<file path="src/rtl/multibyte_add_pkg.sv">
// Shared types and defaults for the byte-serial multi-byte adder sequencer.
package multibyte_add_pkg;

    // S_FIRST waits for byte 0 of a word; S_CHAIN handles bytes 1..NBYTES-1.
    typedef enum logic {
        S_FIRST = 1'b0,
        S_CHAIN = 1'b1
    } seq_state_t;

    localparam int NBYTES_DEFAULT = 4;

endpackage : multibyte_add_pkg

</file>
<file path="src/rtl/multibyte_add_seq.sv">
// Byte-serial sequencer feeding an external 8-bit adder. Operand bytes arrive
// LSB first; the carry is chained between bytes and each sum byte is captured
// into a one-deep output register.
//
// Handshake: a transfer happens on a rising edge where valid && ready are both
// 1. The sender holds its data stable while valid=1 and ready=0. in_ready is
// combinational (!out_valid || out_ready), so a drain and a new capture can
// occur in the same cycle, giving one byte per cycle of throughput.
module multibyte_add_seq
    import multibyte_add_pkg::*;
#(
    parameter int NBYTES = NBYTES_DEFAULT,
    parameter int IDXW   = $clog2(NBYTES)
) (
    input  logic            clk,
    input  logic            reset,
    input  logic            in_valid,
    output logic            in_ready,
    input  logic [7:0]      in_a,
    input  logic [7:0]      in_b,
    input  logic            in_cin0,
    output logic [7:0]      add_a,
    output logic [7:0]      add_b,
    output logic            add_cin,
    input  logic [7:0]      add_s,
    input  logic            add_cout,
    output logic            out_valid,
    input  logic            out_ready,
    output logic [7:0]      out_s,
    output logic [IDXW-1:0] out_idx,
    output logic            out_last,
    output logic            out_cout
);

    localparam logic [IDXW-1:0] LAST_IDX = IDXW'(NBYTES - 1);

    seq_state_t      state_q, state_d;
    logic [IDXW-1:0] cnt_q, cnt_d;
    logic            carry_q, carry_d;
    logic            out_valid_q, out_valid_d;
    logic [7:0]      out_s_q, out_s_d;
    logic [IDXW-1:0] out_idx_q, out_idx_d;
    logic            out_last_q, out_last_d;
    logic            out_cout_q, out_cout_d;

    logic            acc;
    logic            is_last;

    assign is_last = (cnt_q == LAST_IDX);

    // State and output registers; reset discards any partial word and pending byte.
    always_ff @(posedge clk) begin
        if (reset) begin
            state_q     <= S_FIRST;
            cnt_q       <= '0;
            carry_q     <= 1'b0;
            out_valid_q <= 1'b0;
            out_s_q     <= 8'd0;
            out_idx_q   <= '0;
            out_last_q  <= 1'b0;
            out_cout_q  <= 1'b0;
        end else begin
            state_q     <= state_d;
            cnt_q       <= cnt_d;
            carry_q     <= carry_d;
            out_valid_q <= out_valid_d;
            out_s_q     <= out_s_d;
            out_idx_q   <= out_idx_d;
            out_last_q  <= out_last_d;
            out_cout_q  <= out_cout_d;
        end
    end

    // Next state: advance the byte counter and carry chain, capture/drain the output byte.
    always_comb begin
        state_d     = state_q;
        cnt_d       = cnt_q;
        carry_d     = carry_q;
        out_valid_d = out_valid_q;
        out_s_d     = out_s_q;
        out_idx_d   = out_idx_q;
        out_last_d  = out_last_q;
        out_cout_d  = out_cout_q;

        if (acc) begin
            out_valid_d = 1'b1;
            out_s_d     = add_s;
            out_idx_d   = cnt_q;
            out_last_d  = is_last;
            out_cout_d  = is_last ? add_cout : 1'b0;

            unique case (state_q)
                S_FIRST: begin
                    carry_d = add_cout;
                    cnt_d   = IDXW'(1);
                    state_d = S_CHAIN;
                end
                S_CHAIN: begin
                    if (is_last) begin
                        carry_d = 1'b0;
                        cnt_d   = '0;
                        state_d = S_FIRST;
                    end else begin
                        carry_d = add_cout;
                        cnt_d   = cnt_q + IDXW'(1);
                    end
                end
                default: begin
                    state_d = S_FIRST;
                end
            endcase
        end else if (out_valid_q && out_ready) begin
            out_valid_d = 1'b0;
        end
    end

    // Outputs: ready rule, accept strobe, adder drive and registered result fields.
    always_comb begin
        in_ready  = !reset && (!out_valid_q || out_ready);
        acc       = in_valid && in_ready;
        add_a     = in_a;
        add_b     = in_b;
        add_cin   = (state_q == S_FIRST) ? in_cin0 : carry_q;
        out_valid = out_valid_q;
        out_s     = out_s_q;
        out_idx   = out_idx_q;
        out_last  = out_last_q;
        out_cout  = out_cout_q;
    end

endmodule : multibyte_add_seq

</file>
<file path="config.mk">
export PLATFORM = sky130hd
export DESIGN_NAME = multibyte_add_seq
export DESIGN_NICKNAME = d
export VERILOG_FILES = /design/src/rtl/multibyte_add_pkg.sv /design/src/rtl/multibyte_add_seq.sv
export SDC_FILE = /design/constraint.sdc
export NUM_CORES = 1
export LEC_CHECK = 0
export ABC_AREA = 1
export ABC_CLOCK_PERIOD_IN_PS = 870
export CAP_MARGIN = 20
export CELL_PAD_IN_SITES_DETAIL_PLACEMENT = 1
export CELL_PAD_IN_SITES_GLOBAL_PLACEMENT = 2
export CORE_MARGIN = 4
export CORE_UTILIZATION = 16
export DETAILED_ROUTE_END_ITERATION = 8
export GPL_ROUTABILITY_DRIVEN = 0
export PLACE_DENSITY_LB_ADDON = 0.2
export SETUP_SLACK_MARGIN = 0.02
export SYNTH_ARGS = -nofsm -noshare
export SYNTH_HDL_FRONTEND = slang
export SYNTH_SLANG_ARGS = --single-unit
</file>
<file path="constraint.sdc">
create_clock -name clk -period 0.87 [get_ports clk]
set_input_delay 0.1305 -clock clk [delete_from_list [all_inputs] [get_ports clk]]
set_output_delay 0.1305 -clock clk [all_outputs]
set_load 0.02 [all_outputs]
</file>
==> impl_metrics.ini <==
[status]
status = finished with violations
violations = setup timing

[yosys]
yosysTopAreaCell = dfxtp_1
syn_nets = 137
synthTopCellsByArea = dfxtp_1, buf_4, nand3_1
synth_top_area_share = 0.388
synth_seq_cells = 17
ys_seq_area_frac = 0.388
synth.avg_cell_area_sq_um = 8.35
synth_cells = 105
ys_types = 21
ys_warn_count = 0
synth_area_sq_um = 877

[finish]
fill_cells = 617
drive_gt1_frac = 0.582
fin_area_sq_um = 1500
layout_common_cells = buf_4, buf_6, nand2_1
layout_commonest_cell = buf_4
area_growth_pct = 70.9
layoutNonFillerInstCount = 216
diodes = 0
fin_nets = 179

[timing]
max_freq_mhz = 962
skew_ns = 0.00292
fin_crit_sh = 1.19
period_minus_slack_ns = 1.04
rsz0062_at_grt = yes
hold_violations = 0
worstMarginPinSlew_ns = 0.278
setup_ws_ns = -0.169
setup_tns_ns = -2.80
setup_viol = 20
max_slew_margin = 0.815
finalMaxSlewViolations = 0

[pwr]
total_power_uw = 2000
vdd_drop_max_mv = 0.670
power.density_nw_per_um2 = 1330
leakagePower_uw = 0.000664

[cts]
path_clk_slew_ns = 0.07
hold_buffers = 0
cts_buffers = 3
cts_max_level = 1
clkLatencyLatePin_ns = 0.25
cts.path.max_buffers = 2
cts.sinks = 17
cts_tree = done
cts-root-buf = clkbuf_8

[global_routing]
grt_max_degree = 14
first_global_vias = 853
grt_use_total = 0.0814
grt_pass1_wl_um = 4130
overflow = 0
antenna_found_initial = 0

[floorplanning]
die-area_sq_um = 6730
fp.dieH_um = 82.0
coreArea_sq_um = 5200
io_pins = 61
rows = 26
die_w_um = 82.0
start_util = 0.169

[setup_path]
worstPathMaxFanout = 2
critPathArrivalTime_ns = 0.91
slowest_delay_ns = 0.36
end_kind = primary output
path_cells = a21oi_4 -> buf_6
crit_required_ns = 0.74
crit_type = flop to primary output
startpoint_type = flop
critPathSlowestCell = dfxtp_4

[drt]
post-route-drc-count = 0
dr_total_vias = 838
viasPerCell = 3.88
drtIter0Drc = 13
wl_per_cell_um = 12.1
dr.pass1.iters = 4
routed_wl_um = 2600
drtAntennaViolNets = 0

[place]
hpwl_um = 1890
place_inst = 206
placed_area_sq_um = 1330
post-place-ws_ns = -0.711
port_buffers = 28

[worst_hold_path]
hp-class = input pin to primary output

[job]
maxCapViolations = 0
==> worst paths after layout <==
kind,end,startpoint,depth (start not counted),slack (ns)
worst max-delay path,in_ready,out_valid,2,-0.17
worst min-delay path,add_a[1],in_a[1],0,0.26
worst max register to register,out_idx[1],out_valid,6,-0.15
worst min register to register,out_idx[1],out_idx[1],2,0.47
==> metal layers <==
layer	track usage	vias up	routed length [um]
met2	0.129	25	1210
met3	0.0373	6	203
met1	0.0965	395	1160
li1	-	412	-
met5	0	-	0
met4	0.0282	0	30
==> registers in the layout, indices dropped and copies added (netlist names) <==
register   count
state_q        1
out_s          8
out_valid      1
cnt_q          2
out_idx        2
out_cout       1
out_last       1
carry_q        1
==> area by class of cell <==
type / count / area, sq um / area share
clock buffer: 3 / 41.3 / 0.0275
clock inverter: 1 / 5.00 / 0.00334
inverter: 5 / 21.3 / 0.0142
tap: 70 / 87.6 / 0.0584
multi-input combinational: 62 / 430 / 0.287
sequential: 17 / 364 / 0.243
timing repair buffer: 58 / 549 / 0.366
==> through the flow <==
step | util | hold WS [ns]
global placement | 0.255 | 0.261
detailed placement | 0.255 | 0.261
global route | 0.288 | 0.261
finish | 0.288 | 0.261
floorplan | - | 0.269
CTS | 0.283 | 0.261
==> cell usage after synthesis, drive strengths merged <==
master and n:
nand2 20, nand4 1, nor2 3, ha 2
buf 21, a21boi 1, clkbuf 1, nand3 25
dfxtp 17, o21ai 3, a21oi 6, inv 5
==> kinds of logic after synthesis <==
family | after synthesis | share of synthesized area
and+or+nand+nor | 49 | 0.282
DFF | 17 | 0.388
buffers and inverters | 27 | 0.224
adders and majority gates | 2 | 0.0285
AOI/OAI and AO/OA | 10 | 0.0770
==> where the power goes <==
group / switching, uW / internal [uW] / leakage, uW
Combinational: 239 / 282 / 0.000493
Sequential: 38.2 / 831 / 0.000146
Clock: 290 / 318 / 0.0000255
==> what timing repair did <==
item | CTS | global route
buffers inserted | 3 | 2
gates cloned | 1 | 0
pin swaps | 7 | 5
setup endpoints to repair | 32 | 32
hold endpoints to repair | 0 | 0
gates resized for setup | 113 | 5
==> critical path, delay by kind of cell, from the launching register on <==
family,cells,cell delay (ns)
buffers and inverters,1,0.14
AOI/OAI and AO/OA,1,0.16
DFF,1,0.36
Note: power is estimated with default switching activity, not from simulation.
